==> config.mk <==
export PLATFORM = sky130hd
export DESIGN_NAME = ula_arbiter
export DESIGN_NICKNAME = d
export VERILOG_FILES = /design/src/rtl/ula_arbiter.sv
export SDC_FILE = /design/constraint.sdc
export NUM_CORES = 1
export LEC_CHECK = 0
export BUFFER_PORTS_ARGS = -buffer_cell sky130_fd_sc_hd__buf_2
export CORE_ASPECT_RATIO = 0.8
export CORE_MARGIN = 1.5
export CORE_UTILIZATION = 48
export DETAILED_ROUTE_END_ITERATION = 10
export MAX_ROUTING_LAYER = met4
export PLACE_DENSITY = 0.87
export SYNTH_ARGS = -nofsm -noshare
export SYNTH_HDL_FRONTEND = slang
export SYNTH_SLANG_ARGS = --single-unit
==> constraint.sdc <==
create_clock -name clk -period 2.7 [get_ports clk]
set_input_delay 0.27 -clock clk [delete_from_list [all_inputs] [get_ports clk]]
set_output_delay 0.27 -clock clk [all_outputs]
set_load 0.005 [all_outputs]
==> src/rtl/ula_arbiter.sv <==
`default_nettype none
// +--------------------------------------------------------------------------+
// | ula_arbiter: shares one combinational ULA among N_REQ cores, RR grant.    |
// | ULA_ARB_FIXED_PRIO_EN: lowest index wins, no pointer.   Revision: 1.0     |
// +--------------------------------------------------------------------------+
module ula_arbiter #(
  parameter int N_REQ = 4,
  parameter int ID_W  = 2
) (
  input  logic                 clk,
  input  logic                 rst_n,
  input  logic [N_REQ-1:0]     req,
  input  logic [4*N_REQ-1:0]   req_op,
  input  logic [8*N_REQ-1:0]   req_a,
  input  logic [8*N_REQ-1:0]   req_b,
  output logic [N_REQ-1:0]     done,
  output logic [7:0]           rsp_result,
  output logic [3:0]           rsp_flags,
  output logic                 rsp_err,
  output logic [ID_W-1:0]      rsp_id,
  output logic                 busy,
  output logic [3:0]           ula_operation,
  output logic [7:0]           ula_operand1,
  output logic [7:0]           ula_operand2,
  input  logic [7:0]           ula_result,
  input  logic [3:0]           ula_flags
);

  localparam logic [1:0] c_st_idle = 2'd0;
  localparam logic [1:0] c_st_exec = 2'd1;
  localparam logic [1:0] c_st_resp = 2'd2;
  localparam int         c_sum_w   = ID_W + 1;

  logic [1:0]       r_state;
  logic [3:0]       r_op;
  logic [7:0]       r_a;
  logic [7:0]       r_b;
  logic [ID_W-1:0]  r_id;
  logic [7:0]       r_result;
  logic [3:0]       r_flags;
  logic             r_err;

  logic [ID_W-1:0]  w_ptr;
  logic [c_sum_w-1:0] w_sum;
  logic             w_grant_found;
  logic [ID_W-1:0]  w_grant_id;
  logic [3:0]       w_sel_op;
  logic [7:0]       w_sel_a;
  logic [7:0]       w_sel_b;
  logic             w_op_valid;
  logic             w_exec;
  logic [N_REQ-1:0] w_done;

  // Scan from the pointer with wrap-around; first requesting core wins.
  always_comb begin : p_arb
    w_grant_found = 1'b0;
    w_grant_id    = '0;
    w_sum         = '0;
    for (int k = 0; k < N_REQ; k++) begin
      w_sum = {1'b0, w_ptr} + c_sum_w'(k);
      if (w_sum >= c_sum_w'(N_REQ)) begin
        w_sum = w_sum - c_sum_w'(N_REQ);
      end
      if (!w_grant_found && req[w_sum[ID_W-1:0]]) begin
        w_grant_found = 1'b1;
        w_grant_id    = w_sum[ID_W-1:0];
      end
    end
  end

  always_comb begin : p_sel
    w_sel_op = 4'd0;
    w_sel_a  = 8'd0;
    w_sel_b  = 8'd0;
    for (int i = 0; i < N_REQ; i++) begin
      if (w_grant_id == ID_W'(i)) begin
        w_sel_op = req_op[4*i +: 4];
        w_sel_a  = req_a[8*i +: 8];
        w_sel_b  = req_b[8*i +: 8];
      end
    end
  end

  always_comb begin : p_done
    w_done = '0;
    for (int i = 0; i < N_REQ; i++) begin
      w_done[i] = (r_state == c_st_resp) && (r_id == ID_W'(i));
    end
  end

  // Invalid opcodes never reach the ULA, so its default path stays unused.
  assign w_op_valid = (r_op != 4'd0) && (r_op <= 4'd12);
  assign w_exec     = (r_state == c_st_exec) && w_op_valid;

  always_ff @(posedge clk or negedge rst_n) begin
    if (!rst_n) begin
      r_state  <= c_st_idle;
      r_op     <= 4'd0;
      r_a      <= 8'd0;
      r_b      <= 8'd0;
      r_id     <= '0;
      r_result <= 8'd0;
      r_flags  <= 4'd0;
      r_err    <= 1'b0;
    end else begin
      case (r_state)
        c_st_idle: begin
          if (|req) begin
            r_op    <= w_sel_op;
            r_a     <= w_sel_a;
            r_b     <= w_sel_b;
            r_id    <= w_grant_id;
            r_state <= c_st_exec;
          end else begin
            r_op <= 4'd0;
          end
        end
        c_st_exec: begin
          if (w_op_valid) begin
            r_result <= ula_result;
            r_flags  <= ula_flags;
            r_err    <= 1'b0;
          end else begin
            r_result <= 8'd0;
            r_flags  <= 4'd0;
            r_err    <= 1'b1;
          end
          r_state <= c_st_resp;
        end
        c_st_resp: begin
          r_op    <= 4'd0;
          r_state <= c_st_idle;
        end
        default: r_state <= c_st_idle;
      endcase
    end
  end

`ifdef ULA_ARB_FIXED_PRIO_EN
  assign w_ptr = '0;
`else
  logic [ID_W-1:0] r_ptr;

  always_ff @(posedge clk or negedge rst_n) begin
    if (!rst_n) begin
      r_ptr <= '0;
    end else if (r_state == c_st_resp) begin
      r_ptr <= (r_id == ID_W'(N_REQ - 1)) ? '0 : r_id + ID_W'(1);
    end
  end

  assign w_ptr = r_ptr;
`endif

  assign done          = w_done;
  assign rsp_result    = r_result;
  assign rsp_flags     = r_flags;
  assign rsp_err       = r_err;
  assign rsp_id        = r_id;
  assign busy          = (r_state != c_st_idle);
  assign ula_operation = w_exec ? r_op : 4'd0;
  assign ula_operand1  = w_exec ? r_a : 8'd0;
  assign ula_operand2  = w_exec ? r_b : 8'd0;

endmodule
`default_nettype wire

==> impl_results.md, run 1 <==
* Status: complete, no violations
* Core area at roughly 4700 µm²
* CP arrival at about 1.8 ns
* FF+latch area at just under 1000 µm²
* Clk_lat worst skew at ~0.29 ns
* CP Max Fanout at 20
* Maximum Capacitance Violations at 0
* Clk_skew at around 0.0047 ns
* Peak VDD IR at ~0.54 mV
* Clock Sinks at 39
* Layout fillers at ~390
* Worst-Margin Slew at approximately 0.86 ns
* Commonest non-fill, non-tap cell in the layout: buf_2
* Final wirelength at about 6100 µm
* Starting Density at 0.509
* Fin area at 3230 µm²
* Fin crit period at 2.09 ns
* PwrDens at between 1000 and 1500 nW/µm²
* Row Count at 22
* Register area share after synthesis at 0.407
* Synth Flop Type: dfrtp_1
* Final setup TNS at 0 ns
* # DRC at 0
* EDFF count, synth at 0
* Pins Over Slew Limit at 0
* Hold Vio Cnt, Final at 0
* Gr usage total at 0.244
* Max incr delay on CP at about 0.46 ns
* Count of cell types in the netlist at 39
* Die area at between 5000 and 6000 µm²
* Vias per cell at approximately 5.3
* Mapped Cells at approximately 220
* Top-area cell type share of the netlist area at 0.407
* Area after DPL at just over 3000 µm²
* Share of post-route cells with drive strength above 1 at 0.486
* Final setup fails at 0
* Cell Chain, Critical Path: nand2b_1 > buf_4 > nor3_2 > buf_4 > and2_1 > buf_2
* CTS tree: built
* Commonest non-fill, non-tap cells in the layout: buf_2, dfrtp_1, mux2i_1
* Mean area per synthesized cell at between 10 and 15 µm²
* ANT nets after route at 0
* Synth Cell Area at 2400 µm²
* Clk root buf: clkbuf_8
* Die height at 66.2 µm
* Ports at 138
* Hold_ws at 0.0799 ns
* # resized after CTS at 0
* Final design utilization at 0.686
* First DRT Iteration DRCs at 136
* Hold Crit Class: in -> async
* Worst slack at placement at 0.679 ns
* Vias in the first global route at 2172
* Worst R2R Start: r_ptr[1]
* Critical path's most frequent cell: buf_4
* Startpoint types: register
* Hold Buf Count CTS at 0
* Highest Clock Rate at 477 MHz
* Area growth syn-to-layout at 34.7%
* Num CTS Buffers at 5
* CTS Buffer Depth at 2
* Worst r2r dst: r_op[2]
* Setup CP Type: reg -> out
* DRT Pass-1 Iters at 4
* Largest net degree at the start of global routing at 40
* LEAKAGE at approximately 1.8 nW
* Synth warn at 0
* PortBufs at 137
* H-tree depth at 2
* Flop2flop setup slack at between 0.6 and 0.7 ns
* Antenna fix cells at 0
* Critical path's slowest cell: dfrtp_1
* RSZ-0062 raised after global routing: no
* WL/cell at ~15 µm
* Global route overflow at 0
* Post-CTS setup buffers at 0
* Global-route wire length before repair at ~9700 µm
* R2R cell count at 5
* Syn_nets at 320
* Area of the multi-input gates at 1310 µm²
* Clock-pin slew on the worst setup and hold paths at 0.08 ns
* Via count at approximately 2200
* Cell taking the most area after synthesis: dfrtp_1
* Final worst slack at 0.606 ns
* Antenna violations before repair at 0
* DP HPWL at around 4700 µm
* Die width at just over 80 µm
* GP Congestion at 0.917
* Worst endpoint required time at ~2.4 ns
* Final nets at around 460
* Post-route clock period utilization at 0.776
* Ranking of synthesized cells by area: dfrtp_1, mux2i_1, and2_1
* FFs w/ async S/R, synth at 1.00
* Flops & latches, synth at 39
* Relative slew slack at 0.429
* CP endpoint kind: output pin
## worst max-delay path, delay by kind of cell (launching register included)
kind	cells	cell delay (ns)
flops	1	0.46
simple gates	3	0.50
buf+inv	3	0.58
## per-stage QoR
| step | instances | power (W) |
|---|---|---|
| after floorplan | 218 | 0.00236 |
| after global placement | 406 | 0.00283 |
| after detailed placement | 406 | 0.00289 |
| after CTS | 414 | 0.00340 |
| after global routing | 414 | 0.00364 |
| final | 414 | 0.00337 |
## per-layer routing
layer  wire length [µm]  track usage  vias up
met1               2660        0.283     1008
li1                   -            -     1077
met4                 85       0.0869        0
met3                382       0.0621        9
met5                  0            -        -
met2               2980        0.410      102
## registers in the layout (all words and copies together), names as in the netlist
name,cells
r_b,8
r_state,2
r_ptr,2
rsp_id,2
r_a,8
rsp_flags,4
rsp_err,1
r_op,4
rsp_result,8
## cell usage after synthesis (3+ instances only)
cell	number
mux2i_1	34
a221o_1	3
a32o_1	3
nor2b_1	7
o21ai_0	3
and2_1	24
nand2_1	18
ha_1	4
buf_6	4
inv_1	4
buf_4	3
nor2_1	4
nand3_1	6
buf_2	3
clkbuf_1	5
a22o_1	12
o221ai_2	10
dfrtp_1	39
o221ai_1	7
## cell families after synthesis
family,share of synthesized area
adder cells (fa/ha/maj),0.0209
flip-flops,0.407
AND/OR/NAND/NOR,0.183
buffers and inverters,0.0501
multiplexers,0.151
AO/OA/AOI/OAI,0.187
## worst max-delay path by stage
stage	from	slack, ns	endpoint
4_1_cts	r_state[0]	0.59	ula_operation[1]
5_1_grt	r_state[0]	0.50	ula_operation[1]
6_report	r_state[0]	0.61	ula_operation[1]
3_3_place_gp	req[2]	0.74	r_op[2]
2_1_floorplan	r_state[1]	0.97	ula_operand1[7]
3_5_place_dp	req[0]	0.68	r_op[2]
## power breakdown
| part | internal [W] | total [W] | switching, W |
|---|---|---|---|
| registers | 0.000868 | 0.00105 | 0.000185 |
| clock network | 0.000299 | 0.000497 | 0.000198 |
| logic | 0.000882 | 0.00182 | 0.000935 |
## final cells by class
class,instances,share of cell area
clock buffer,6,0.0256
clock inverter,2,0.0108
inverter,5,0.00581
multi-input combinational,159,0.406
sequential,39,0.302
tap,60,0.0232
timing repair buffer,143,0.226
(Power assumes the default switching activity.)
==> run 2, diff against run 1 <==
--- a/config.mk
+++ b/config.mk
@@ -8,10 +8,10 @@
 export BUFFER_PORTS_ARGS = -buffer_cell sky130_fd_sc_hd__buf_2
 export CORE_ASPECT_RATIO = 0.8
 export CORE_MARGIN = 1.5
-export CORE_UTILIZATION = 48
+export CORE_UTILIZATION = 40
 export DETAILED_ROUTE_END_ITERATION = 10
 export MAX_ROUTING_LAYER = met4
-export PLACE_DENSITY = 0.87
+export PLACE_DENSITY = 0.77
 export SYNTH_ARGS = -nofsm -noshare
 export SYNTH_HDL_FRONTEND = slang
 export SYNTH_SLANG_ARGS = --single-unit
==> constraint.sdc (replaced) <==
create_clock -name clk -period 1.8 [get_ports clk]
set_input_delay 0.18 -clock clk [delete_from_list [all_inputs] [get_ports clk]]
set_output_delay 0.18 -clock clk [all_outputs]
set_load 0.005 [all_outputs]
==> run 2 against run 1 <==
Sequential share of layout area fell by 3.3 points. Via count rose by 5.8%. Wire length rose by 7.6%. Die area rose by 19%. Setup slack got worse by 0.60 ns. Clock-buffer cell count fell by 1. Clock power rose by 73%. Critical path type unchanged. Largest power group unchanged.
==> impl_results.md, run 2 (synthesis results as in run 1) <==
* Status: complete, no violations
* Global-route wire length before repair at 9470 µm (-1.9%)
* Vias in the first global route at 2136 (-1.7%)
* GRT Max-Usage Layer: met2
* Via count at 2323 (+5.8%)
* LEAKAGE at 1.94 nW (+9.0%)
* Starting Density at 0.410 (-0.0995)
* Antenna violations before repair at 0 (unchanged)
* Startpoint types: register
* CP endpoint: ula_operand2[0]
* Hold Crit Class: in -> reg
* Final setup fails at 0 (unchanged)
* M1 GR Usage at 0.255 (-0.0287)
* Relative slew slack at 0.743 (+0.314)
* Worst R2R Start: r_ptr[1]
* R2R cell count at 4 (-1)
* M3 GR Usage at 0.0444 (-0.0177)
* CP arrival at 1.61 ns (-0.21 ns)
* Clk_lat worst skew at 0.28 ns (about the same)
* Highest Clock Rate at ~560 MHz
* Worst r2r dst: r_op[0]
* Worst endpoint required time at 1.62 ns (-0.81 ns)
* Hold Vio Cnt, Final at 0 (unchanged)
* Final worst slack at 0.00514 ns (-0.601 ns)
* WL/cell at 14.5 µm (-1.4%)
* Largest net degree at the start of global routing at 24 (-40%)
* Worst-Margin Slew at 0.385 ns (-0.471 ns)
* Critical path origin: r_op[0]
* Peak VDD IR at 0.699 mV (+30%)
* # DRC at 0 (unchanged)
* Final wirelength at 6570 µm (+7.6%)
* GP Congestion at 0.855 (-6.7%)
* CP endpoint kind: output pin
* Clock-pin slew on the worst setup and hold paths at 0.08 ns (about the same)
* Hold_ws at 0.108 ns (+0.0277 ns)
* RSZ-0062 raised after global routing: yes
* Met2 Use GR at 0.315 (-0.0947)
* Flop pwr share at 0.271 (-0.042)
* First DRT Iteration DRCs at 61 (-55%)
* Clock Sinks at 39 (unchanged)
* CP Max Fanout at 12 (-40%)
* Power Internal at 0.00374 W (+83%)
* Share of power burned in the clock network at 0.145 (-0.003)
* Flop2flop setup slack at 0.11 ns (-0.57 ns)
* FF+latch area at 978 µm² (+0.26%)
* Die area at 6470 µm² (+19%)
* Area growth syn-to-layout at 51.7%
* Maximum Capacitance Violations at 0 (unchanged)
* Gr usage total at 0.197 (-0.0474)
* Die width at 89.6 µm (+9.2%)
* CTS tree: built
* Switching portion of total power at 0.370 (-0.0217)
* Commonest non-fill, non-tap cell in the layout: buf_2
* Final setup TNS at 0 ns (unchanged)
* Num CTS Buffers at 5 (unchanged)
* Total power at 0.00594 W (+76%)
* Post-route clock period utilization at 0.997
* Die height at 72.2 µm (+9.1%)
* PwrDens at 1630 nW/µm² (+57%)
* H-tree depth at 2 (unchanged)
* Clk_skew at 0.00409 ns (-0.000631 ns)
* Fin crit period at roughly 1.8 ns
* Ports at 138 (unchanged)
* Worst slack at placement at -0.0658 ns (-0.745 ns)
* Setup CP Type: reg -> out
* ANT nets after route at 0 (unchanged)
* Layout fillers at 533 (+37%)
* Final design utilization at 0.622 (-0.0643)
* Core area at 5850 µm² (+24%)
* Vias per cell at 5.14 (-3.1%)
* Global route overflow at 0 (unchanged)
* Hold path start: ula_result[1]
* Part of the power in combinational logic at 0.584 (+0.044)
* DP HPWL at 4950 µm (+4.4%)
* DRT Pass-1 Iters at 5 (+1)
* Antenna fix cells at 0 (unchanged)
* Commonest non-fill, non-tap cells in the layout: buf_2, dfrtp_1, mux2i_1
* Psw at 0.00220 W (+67%)
* CTS Buffer Depth at 2 (unchanged)
* PortBufs at 137 (unchanged)
* Area of the multi-input gates at 1380 µm² (+5.0%)
* Final nets at 472 (+3.7%)
* Row Count at 25 (+14%)
* Pins Over Slew Limit at 0 (unchanged)
* Clk root buf: clkbuf_8
* Share of post-route cells with drive strength above 1 at 0.553 (+0.0667)
-- run 2: per-layer routing --
metal | up-vias | wire length [µm] | part of all wire
met4 | 0 | 61 | 0.0093
met2 | 104 | 3110 | 0.47
li1 | 1108 | - | -
met3 | 8 | 404 | 0.061
met1 | 1103 | 3000 | 0.46
met5 | - | 0 | 0
-- run 2: layout make-up --
cell class                 count  area share
clock buffer                   5      0.0189
clock inverter                 3      0.0186
inverter                       5     0.00516
multi-input combinational    159       0.378
sequential                    39       0.269
tap                           81      0.0279
timing repair buffer         160       0.282
-- run 2: power by group through the flow --
stage | Clock, W | Sequential [W] | Combinational [W]
6_report | 0.000859 | 0.00161 | 0.00347
3_5_place_dp | 0 | 0.00158 | 0.00303
4_1_cts | 0.000882 | 0.00158 | 0.00313
5_1_grt | 0.000921 | 0.00166 | 0.00377
2_1_floorplan | 0 | 0.00152 | 0.00202
3_3_place_gp | 0 | 0.00156 | 0.00296
-- run 2: how the worst min path moves through the flow --
stage	endpoint	slack, ns	depth (start not counted)
after global routing	rsp_result[3]	0.10	2
after CTS	rsp_result[7]	0.09	2
after floorplan	r_a[0]	-0.12	0
final	rsp_result[1]	0.11	2
after global placement	r_b[5]	0.12	1
after detailed placement	r_b[5]	0.12	1
-- run 2: through the flow --
step	cell area, µm²	instances
2_1_floorplan	2400	218
3_3_place_gp	3270	436
3_5_place_dp	3270	436
4_1_cts	3460	447
5_1_grt	3640	452
6_report	3640	452
-- run 2: what timing repair did --
action | 4_1_cts | 5_1_grt
setup endpoints to repair | 29 | 40
resized for setup | 8 | 22
setup buffers | 2 | 4
pin swaps | 1 | 10
hold endpoints to repair | 15 | 0
hold buffers | 1 | 0
gates cloned | 0 | 1
-- run 2: worst max-delay path: stages (launching register included) --
cell,delay [ns]
dfrtp_1,0.41
nor4_2,0.38
nor3_4,0.11
buf_12,0.16
and2_1,0.15
buf_2,0.12
==> run 3, diff against run 2 <==
--- a/config.mk
+++ b/config.mk
@@ -12,6 +12,7 @@
 export DETAILED_ROUTE_END_ITERATION = 10
 export MAX_ROUTING_LAYER = met4
 export PLACE_DENSITY = 0.77
+export RECOVER_POWER = 50
 export SYNTH_ARGS = -nofsm -noshare
 export SYNTH_HDL_FRONTEND = slang
 export SYNTH_SLANG_ARGS = --single-unit
==> run 3 against run 2 <==
Total power shrank 0.40%. Setup slack better by 0.0029 ns. Maximum frequency increased by 0.16%. Via count is 0.26% lower. Sequential share of layout area grew 0.14 points. Critical endpoint unchanged. Design area decreased by 0.52%. Sequential power hardly changed. Clock skew about the same. Hold slack about the same. Clock power about the same.
==> impl_results.md, run 3 (synthesis results as in run 1) <==
* Clk root buf: clkbuf_8
* CP arrival at 1.61 ns (about the same)
* Hold Path Depth at 2 (unchanged)
* Hold EP: rsp_result[1]
* Part of the power in combinational logic at 0.582 (-0.002)
* H-tree depth at 2 (unchanged)
* Relative slew slack at 0.380 (-0.363)
* Cell Chain, Critical Path: nor4_2 > nor3_4 > buf_12 > and2_1 > buf_2
* Highest Clock Rate at 558 MHz (+0.16%)
* # DRC at 0 (unchanged)
* Maximum Capacitance Violations at 0 (unchanged)
* Worst endpoint required time at 1.62 ns (about the same)
* GP Congestion at 0.855 (unchanged)
* Die width at 89.6 µm (unchanged)
* Clk_lat worst skew at 0.28 ns (about the same)
* ANT nets after route at 0 (unchanged)
* Via count at 2317 (-0.26%)
* Area growth syn-to-layout at 50.9%
* Die height at 72.2 µm (unchanged)
* Hold path start: ula_result[1]
* Row Count at 25 (unchanged)
* Clock-pin slew on the worst setup and hold paths at 0.08 ns (about the same)
* Vias per cell at 5.13 (-0.26%)
* Critical path's slowest cell: dfrtp_1
* Hold_ws at 0.108 ns (-0.0000210 ns)
* Total power at 0.00592 W (-0.40%)
* Top delay family on crit path: simple AND/OR/NAND/NOR gates
* RSZ-0062 raised after global routing: yes
* Worst R2R Start: r_ptr[0]
* Largest net degree at the start of global routing at 24 (unchanged)
* Antenna fix cells at 0 (unchanged)
* Psw at 0.00220 W (+0.27%)
* DRT Pass-1 Iters at 4 (-1)
* Pins Over Slew Limit at 0 (unchanged)
* Antenna violations before repair at 0 (unchanged)
* Share of post-route cells with drive strength above 1 at 0.528 (-0.0243)
* Final nets at 472 (unchanged)
* PwrDens at 1640 nW/µm² (+0.12%)
* CP endpoint kind: output pin
* Gr usage total at 0.197 (unchanged)
* CP Max Fanout at 12 (unchanged)
* Global-route wire length before repair at 9470 µm (unchanged)
* Vias in the first global route at 2136 (unchanged)
* Starting Density at 0.410 (unchanged)
* CTS tree: built
* Setup CP Type: reg -> out
* WL/cell at 14.5 µm (-0.20%)
* Critical Path Stages at 5 (unchanged)
* PortBufs at 137 (unchanged)
* Flop pwr share at 0.272 (about the same)
* Clock Sinks at 39 (unchanged)
* Share of power burned in the clock network at 0.145 (about the same)
* Commonest non-fill, non-tap cells in the layout: buf_2, dfrtp_1, mux2i_1
* Flop2flop setup slack at 0.10 ns (about the same)
* Switching portion of total power at 0.372 (+0.00247)
* Final wirelength at 6560 µm (-0.20%)
* Hold Crit Class: in -> reg
* DP HPWL at 4950 µm (unchanged)
* CTS Buffer Depth at 2 (unchanged)
* Peak VDD IR at 0.700 mV (+0.17%)
* Num CTS Buffers at 5 (unchanged)
* First DRT Iteration DRCs at 79 (+30%)
* Die area at 6470 µm² (unchanged)
* Final setup fails at 0 (unchanged)
* Fin crit period at 1.79 ns (-0.00294 ns)
* Worst r2r dst: r_b[7]
* Core area at 5850 µm² (unchanged)
* Post-route clock period utilization at 0.996 (-0.00163)
* Status: complete, no violations
* Ports at 138 (unchanged)
* LEAKAGE at 1.91 nW (-1.6%)
* Hold Vio Cnt, Final at 0 (unchanged)
* Crit path buf inv count at 2 (unchanged)
* Power Internal at 0.00372 W (-0.79%)
* Global route overflow at 0 (unchanged)
* R2R cell count at 6 (+2)
* Commonest non-fill, non-tap cell in the layout: buf_2
* Startpoint types: register
* Max incr delay on CP at 0.40 ns (about the same)
* Worst-Margin Slew at 0.930 ns (+0.545 ns)
* Clk_skew at 0.00398 ns (-0.000110 ns)
-- run 3: final cells by class --
class / count / area (µm²)
Timing Repair Buffer: 160 / 1010
Clock buffer: 5 / 68.8
Inverter: 5 / 18.8
Tap cell: 81 / 101
Sequential cell: 39 / 978
Fill cell: 529 / 2230
Multi-Input combinational cell: 159 / 1380
Clock inverter: 3 / 67.6
-- run 3: repair_timing --
action / in CTS / in global routing
hold buffers: 1 / 0
endpoints found under the hold margin: 15 / 0
cloned: 0 / 1
gates resized for setup: 8 / 22
endpoints found under the setup margin: 29 / 40
pin swaps: 1 / 10
buffers inserted: 2 / 4
-- run 3: power by group through the flow --
stage / registers, W / clock network (W) / logic [W]
after global placement: 0.00156 / 0 / 0.00296
after floorplan: 0.00152 / 0 / 0.00202
after global routing: 0.00167 / 0.000921 / 0.00374
after CTS: 0.00158 / 0.000882 / 0.00313
final: 0.00161 / 0.000860 / 0.00345
after detailed placement: 0.00158 / 0 / 0.00303
-- run 3: worst max-delay path by stage --
stage	from	endpoint	slack, ns
5_1_grt	r_op[0]	ula_operand2[3]	-0.06
2_1_floorplan	r_ptr[1]	r_op[0]	0.08
3_3_place_gp	r_ptr[0]	r_b[7]	0.02
4_1_cts	r_op[0]	ula_operand1[4]	-0.06
6_report	r_op[0]	ula_operand2[0]	0.008
3_5_place_dp	r_ptr[0]	r_b[7]	-0.07
-- run 3: routing by layer --
layer  part of all wire  GRT usage  vias to the layer above
li1                   -          -                     1109
met1               0.45      0.255                     1090
met2               0.47      0.315                      108
met3              0.063     0.0444                       10
met4              0.011     0.0462                        0
met5                  0          -                        -
-- run 3: metrics by stage --
stage	TNS (ns)	area (µm²)	setup slack, ns	instances	util
after floorplan	0	2400	0.0793	218	-
after global placement	0	3270	0.0184	436	0.559
after detailed placement	-0.239	3270	-0.0658	436	0.559
after CTS	-0.866	3460	-0.0593	447	0.592
after global routing	-0.939	3620	-0.0625	452	0.619
final	0	3620	0.00808	452	0.619
